<file path="config.mk">
export PLATFORM = sky130hd
export DESIGN_NAME = mem_read_arbiter
export DESIGN_NICKNAME = d
export VERILOG_FILES = /design/src/rtl/mem_read_arbiter.sv
export SDC_FILE = /design/constraint.sdc
export NUM_CORES = 1
export LEC_CHECK = 0
export CORE_AREA = 2 2 193 195
export CTS_BUF_LIST = sky130_fd_sc_hd__clkbuf_16
export CTS_CLUSTER_DIAMETER = 40
export DETAILED_ROUTE_END_ITERATION = 10
export DIE_AREA = 0 0 195 197
export PLACE_DENSITY = 0.61
export SLEW_MARGIN = 20
export SYNTH_ARGS = -nofsm -noshare
export SYNTH_HDL_FRONTEND = slang
export SYNTH_SLANG_ARGS = --single-unit
</file>
<file path="constraint.sdc">
create_clock -name cpu_clk -period 2.5 [get_ports cpu_clk]
set_clock_uncertainty 0.1 [all_clocks]
set_input_delay 0.375 -clock cpu_clk [delete_from_list [all_inputs] [get_ports cpu_clk]]
set_output_delay 0.375 -clock cpu_clk [all_outputs]
set_load 0.02 [all_outputs]
</file>
<file path="src/rtl/mem_read_arbiter.sv">
// Shares one main-memory read bus between the I-cache (port I) and the D-cache (port D).
// Define ARB_ROUND_ROBIN_EN for round-robin tie-breaking; the default is fixed priority, D over I.
module mem_read_arbiter #(
    parameter int ADDR_W = 32,
    parameter int BLK_W  = 128
) (
    input  logic              cpu_clk,
    input  logic              cpu_rstn,
    output logic              i_rrdy,
    input  logic [3:0]        i_ren,
    input  logic [ADDR_W-1:0] i_raddr,
    input  logic              i_abort,
    output logic              i_rvalid,
    output logic [BLK_W-1:0]  i_rdata,
    output logic              d_rrdy,
    input  logic [3:0]        d_ren,
    input  logic [ADDR_W-1:0] d_raddr,
    output logic              d_rvalid,
    output logic [BLK_W-1:0]  d_rdata,
    input  logic              mem_rrdy,
    output logic [3:0]        mem_ren,
    output logic [ADDR_W-1:0] mem_raddr,
    input  logic              mem_rvalid,
    input  logic [BLK_W-1:0]  mem_rdata
);

    typedef enum logic [1:0] {
        IDLE = 2'd0,
        HOLD = 2'd1,
        WAIT = 2'd2
    } state_t;

    localparam logic OWN_I = 1'b0;
    localparam logic OWN_D = 1'b1;

    state_t            state_q, state_d;
    logic              owner_q, owner_d;
    logic              pend_i_q, pend_i_d;
    logic              pend_d_q, pend_d_d;
    logic [3:0]        i_ren_q, i_ren_d;
    logic [3:0]        d_ren_q, d_ren_d;
    logic [ADDR_W-1:0] i_addr_q, i_addr_d;
    logic [ADDR_W-1:0] d_addr_q, d_addr_d;
    logic [3:0]        mem_ren_q, mem_ren_d;
    logic [ADDR_W-1:0] mem_raddr_q, mem_raddr_d;
    logic              i_drop_q, i_drop_d;
`ifdef ARB_ROUND_ROBIN_EN
    logic              last_q, last_d;
`endif

    logic busy_i, busy_d, resp, pend_i_eff, grant, issue, issue_sel;

    assign busy_i = (state_q != IDLE) && (owner_q == OWN_I);
    assign busy_d = (state_q != IDLE) && (owner_q == OWN_D);
    assign i_rrdy = ~pend_i_q & ~busy_i;
    assign d_rrdy = ~pend_d_q & ~busy_d;

    // An aborted I transaction still completes on the bus; only its response is hidden.
    assign resp     = (state_q == WAIT) && mem_rvalid;
    assign i_rvalid = resp && (owner_q == OWN_I) && !i_drop_q && !i_abort;
    assign d_rvalid = resp && (owner_q == OWN_D);
    assign i_rdata  = i_rvalid ? mem_rdata : '0;
    assign d_rdata  = d_rvalid ? mem_rdata : '0;

    assign mem_ren   = mem_ren_q;
    assign mem_raddr = mem_raddr_q;

    assign pend_i_eff = pend_i_q & ~i_abort;
`ifdef ARB_ROUND_ROBIN_EN
    assign grant = (pend_i_eff && pend_d_q) ? ~last_q : pend_d_q;
`else
    assign grant = pend_d_q ? OWN_D : OWN_I;
`endif

    always_comb begin
        state_d     = state_q;
        owner_d     = owner_q;
        pend_i_d    = pend_i_q;
        pend_d_d    = pend_d_q;
        i_ren_d     = i_ren_q;
        d_ren_d     = d_ren_q;
        i_addr_d    = i_addr_q;
        d_addr_d    = d_addr_q;
        i_drop_d    = i_drop_q;
        mem_ren_d   = '0;
        mem_raddr_d = '0;
        issue       = 1'b0;
        issue_sel   = owner_q;
`ifdef ARB_ROUND_ROBIN_EN
        last_d      = last_q;
`endif

        if (i_abort) pend_i_d = 1'b0;
        if ((i_ren != 4'd0) && i_rrdy && !i_abort) begin
            pend_i_d = 1'b1;
            i_ren_d  = i_ren;
            i_addr_d = i_raddr;
        end
        if ((d_ren != 4'd0) && d_rrdy) begin
            pend_d_d = 1'b1;
            d_ren_d  = d_ren;
            d_addr_d = d_raddr;
        end

        case (state_q)
            IDLE: begin
                if (pend_i_eff || pend_d_q) begin
                    owner_d = grant;
                    if (mem_rrdy) begin
                        issue     = 1'b1;
                        issue_sel = grant;
                        state_d   = WAIT;
                    end else begin
                        state_d = HOLD;
                    end
                end
            end
            HOLD: begin
                if ((owner_q == OWN_I) && i_abort) begin
                    state_d = IDLE;
                end else if (mem_rrdy) begin
                    issue   = 1'b1;
                    state_d = WAIT;
                end
            end
            WAIT: begin
                if ((owner_q == OWN_I) && i_abort) i_drop_d = 1'b1;
                if (mem_rvalid) begin
                    state_d  = IDLE;
                    i_drop_d = 1'b0;
                end
            end
            default: state_d = IDLE;
        endcase

        if (issue) begin
            if (issue_sel == OWN_D) begin
                mem_ren_d   = d_ren_q;
                mem_raddr_d = d_addr_q;
                pend_d_d    = 1'b0;
            end else begin
                mem_ren_d   = i_ren_q;
                mem_raddr_d = i_addr_q;
                pend_i_d    = 1'b0;
            end
`ifdef ARB_ROUND_ROBIN_EN
            last_d = issue_sel;
`endif
        end
    end

    always_ff @(posedge cpu_clk or negedge cpu_rstn) begin
        if (!cpu_rstn) begin
            state_q     <= IDLE;
            owner_q     <= OWN_I;
            pend_i_q    <= 1'b0;
            pend_d_q    <= 1'b0;
            i_ren_q     <= '0;
            d_ren_q     <= '0;
            i_addr_q    <= '0;
            d_addr_q    <= '0;
            i_drop_q    <= 1'b0;
            mem_ren_q   <= '0;
            mem_raddr_q <= '0;
`ifdef ARB_ROUND_ROBIN_EN
            last_q      <= OWN_D;
`endif
        end else begin
            state_q     <= state_d;
            owner_q     <= owner_d;
            pend_i_q    <= pend_i_d;
            pend_d_q    <= pend_d_d;
            i_ren_q     <= i_ren_d;
            d_ren_q     <= d_ren_d;
            i_addr_q    <= i_addr_d;
            d_addr_q    <= d_addr_d;
            i_drop_q    <= i_drop_d;
            mem_ren_q   <= mem_ren_d;
            mem_raddr_q <= mem_raddr_d;
`ifdef ARB_ROUND_ROBIN_EN
            last_q      <= last_d;
`endif
        end
    end

endmodule

</file>
==> results.py <==
metrics = {
    "synth": {
        "syn_area_per_cell_um2": 10.5,
        "yosysTopAreaCell": "dfrtp_1",
        "yosys-top-cells-area": "dfrtp_1 41%, and2_1 23%, o2111ai_1 9.0%",
        "synthCells": 662,
        "synth_cell_type_count": 36,
        "ys_seq_area_share_pct": 40.9,
        "synth_warnings": 0,
        "netlist_area_um2": 6980,
        "synth_top_area_share_pct": 40.9,
        "ys_seq_elements": 114,
        "syn_nets": 867,
    },
    "grt": {
        "antenna_found_initial": 5,
        "grt_max_degree": 72,
        "grt_overflow": 0,
        "grt_first_pass_wirelength_um": 54900,
        "track_usage_pct": 19.7,
        "grt_pass1_vias": 7705,
    },
    "pwr": {
        "powerDensity_nw_per_um2": 850,
        "internal_power_mw": 7.53,
        "net-switching-power_mw": 4.54,
        "power_frac_clock_pct": 18.1,
        "sw_frac_of_total_pct": 37.6,
        "p_leak_nw": 6.24,
        "ir_drop_uv": 494,
        "seq_power_share_pct": 25.9,
        "comb_power_share_pct": 56.0,
    },
    "layout": {
        "seqCellArea_um2": 2850,
        "fillers": 3586,
        "final_util_pct": 39.2,
        "drive_gt1_share_pct": 45.5,
        "area_delta_synth_final_pct": 103,
        "final_design_area_no_fill_um2": 14200,
        "multi_input_area_um2": 4050,
        "layout.nets": 1394,
    },
    "timing": {
        "timing.setup.tns_ps": -4520,
        "worst_pin_slew_ps": 560,
        "period_needed_ps": 2630,
        "drv_slew": 0,
        "hold_violations": 0,
        "relSlewSlack_pct": 62.3,
        "final.period_utilization_pct": 105,
        "setup_viol": 120,
        "max_clock_freq_ghz": 0.380,
        "rsz0062_at_grt": "yes",
        "worst_slack_ps": -134,
    },
    "place": {
        "place.port_buffers": 500,
        "dp_hpwl_um": 29500,
        "gp_congestion": 0.828,
        "placed_cell_area_um2": 12900,
    },
    "die": {
        "floorplan.initialDensity_pct": 19.2,
        "die_x_um": 195,
        "die_area_um2": 38400,
        "die_height_um": 197,
        "rows": 70,
        "ios": 501,
        "core_um2": 36300,
    },
    "worst_setup_path": {
        "start_kind": "flip-flop",
        "worstPathMaxFanout": 5,
        "crit_type": "reg -> out",
        "cp-end-kind": "output pin",
        "required_ps": 2030,
        "rrSetupSlack_ps": 90,
        "critPathArrivalTime_ps": 2160,
    },
    "drt": {
        "drc_errors": 0,
        "vias": 7469,
        "ant_nets": 0,
        "drt_pass1_iterations": 5,
        "drtIter0Drc": 343,
        "wire_per_inst_um": 24.5,
        "vias_per_cell": 4.47,
        "wl_um": 41000,
    },
    "outcome": {
        "status": "complete, but fails checks",
        "violations": "setup timing",
    },
    "clock_tree": {
        "cts_tree": "built",
        "cts.sinks": 114,
        "cts_buffers": 17,
        "cts_root_buf": "clkbuf_16",
        "clk_latency_ps": 400,
        "h-tree-depth": 4,
        "clk_pin_slew_worst_paths_ps": 60,
        "clock_path_buffers": 2,
    },
    "run": {
        "cap_violations": 0,
    },
    "min_path": {
        "hold_class": "reg -> reg",
    },
}
## cell usage after synthesis
library cell / instances
and2_1: 256
dfrtp_1: 114
o2111ai_1: 72
clkbuf_1: 52
mux2_2: 41
mux2i_1: 36
mux2_4: 29
buf_1: 9
buf_6: 7
inv_1: 5
a21oi_1: 3
buf_2: 3
nor2b_1: 3
nor4_1: 3
o21ai_0: 3
a31oi_1: 2
nand2b_1: 2
nand3b_1: 2
nor2_1: 2
o2bb2ai_1: 2
a2111oi_4: 1
a211oi_1: 1
a211oi_4: 1
and4bb_2: 1
buf_4: 1
clkbuf_8: 1
nand2_1: 1
nor3_1: 1
nor3b_1: 1
o211ai_1: 1
o21a_1: 1
o22a_1: 1
o32a_1: 1
or2_1: 1
or2_2: 1
or4b_2: 1
## layer usage
metal | up-vias | share of wire, % | track usage [%]
li1 | 3383 | - | -
met1 | 3751 | 41 | 24.6
met2 | 304 | 47 | 30.8
met3 | 27 | 11 | 9.29
met4 | 4 | 1.4 | 4.27
met5 | - | 0.066 | 0
## power by group through the flow
stage | Clock, mW | Sequential, mW | Combinational [mW]
finish | 2.18 | 3.13 | 6.76
CTS | 2.24 | 3.13 | 6.17
global route | 2.31 | 3.23 | 7.17
floorplan | 0 | 3.29 | 3.17
detailed placement | 0 | 3.16 | 6.09
global placement | 0 | 3.14 | 6.06
## cell type report
type / instances / area share [%]
antenna: 3 / 0.0529
timing repair buffer: 581 / 43.4
clock inverter: 14 / 0.705
tap: 468 / 4.12
multi-input combinational: 470 / 28.5
sequential: 114 / 20.1
inverter: 5 / 0.132
clock buffer: 17 / 3.00
## through the flow
step	std cells	hold WS, ps	total power, mW	setup WS, ps
after floorplan	662	-20.6	6.46	292
after global placement	1590	314	9.20	-407
after detailed placement	1590	317	9.25	-391
after CTS	1643	407	11.5	-220
after global routing	1670	414	12.7	-243
final	1672	405	12.1	-134
## sequential cells by signal, summed over array words and instances (netlist names), 2 cells and up
| name | flops |
|---|---|
| d_addr_q | 32 |
| i_ren_q | 4 |
| state_q | 2 |
| d_ren_q | 4 |
| i_addr_q | 32 |
| mem_ren | 4 |
| mem_raddr | 32 |
## cells in the final DEF, fill, tap and decap left out, types with 2 or more instances in the layout
| cell | instances |
|---|---|
| clkinvlp_4 | 3 |
| nand2b_1 | 2 |
| buf_8 | 4 |
| mux2i_1 | 36 |
| buf_12 | 51 |
| mux2_2 | 41 |
| clkdlybuf4s15_2 | 3 |
| and2_4 | 96 |
| o2bb2ai_1 | 2 |
| clkinv_2 | 8 |
| and2_1 | 160 |
| diode_2 | 3 |
| dfrtp_1 | 114 |
| mux2_4 | 29 |
| clkbuf_16 | 26 |
| buf_16 | 5 |
| nand3b_1 | 2 |
| buf_4 | 74 |
| buf_6 | 119 |
| a31oi_1 | 2 |
| clkbuf_2 | 60 |
| nor4_1 | 2 |
| buf_2 | 14 |
| a211oi_4 | 2 |
| o2111ai_1 | 72 |
| a21oi_1 | 2 |
| inv_1 | 6 |
| nor2b_4 | 2 |
| clkdlybuf4s50_1 | 239 |
| o21ai_0 | 3 |
## worst max-delay path: stages (launching register included)
cell and delay (ps):
dfrtp_1 380, nand3b_1 190, nor4_2 220, buf_4 160, buf_6 120, buf_16 110
buf_8 90, buf_6 120, buf_6 100, and2_4 140, buf_6 110
## repair_timing
| item | 4_1_cts | 5_1_grt |
|---|---|---|
| pin swaps | 2 | 14 |
| hold endpoints to repair | 39 | 0 |
| cloned | 4 | 12 |
| buffers inserted | 17 | 16 |
| hold buffers | 1 | 0 |
| setup endpoints to repair | 233 | 280 |
| gates resized for setup | 577 | 570 |
## final timing paths
kind | startpoint | end | depth (start not counted)
max in group asynchronous | cpu_rstn | i_addr_q[4] | 3
worst max register to register | state_q[1] | mem_raddr[4] | 7
worst max-delay path | state_q[0] | i_rdata[16] | 10
worst min register to register | d_addr_q[13] | d_addr_q[13] | 1
min in group asynchronous | cpu_rstn | i_addr_q[20] | 2
worst min-delay path | d_addr_q[13] | d_addr_q[13] | 1
## cells by family after synthesis
group / share of synthesized area [%]
mux: 18.0
compound gates: 11.2
buf+inv: 5.20
flops: 40.9
simple gates: 24.7
Power figures use the tool's default switching activity.
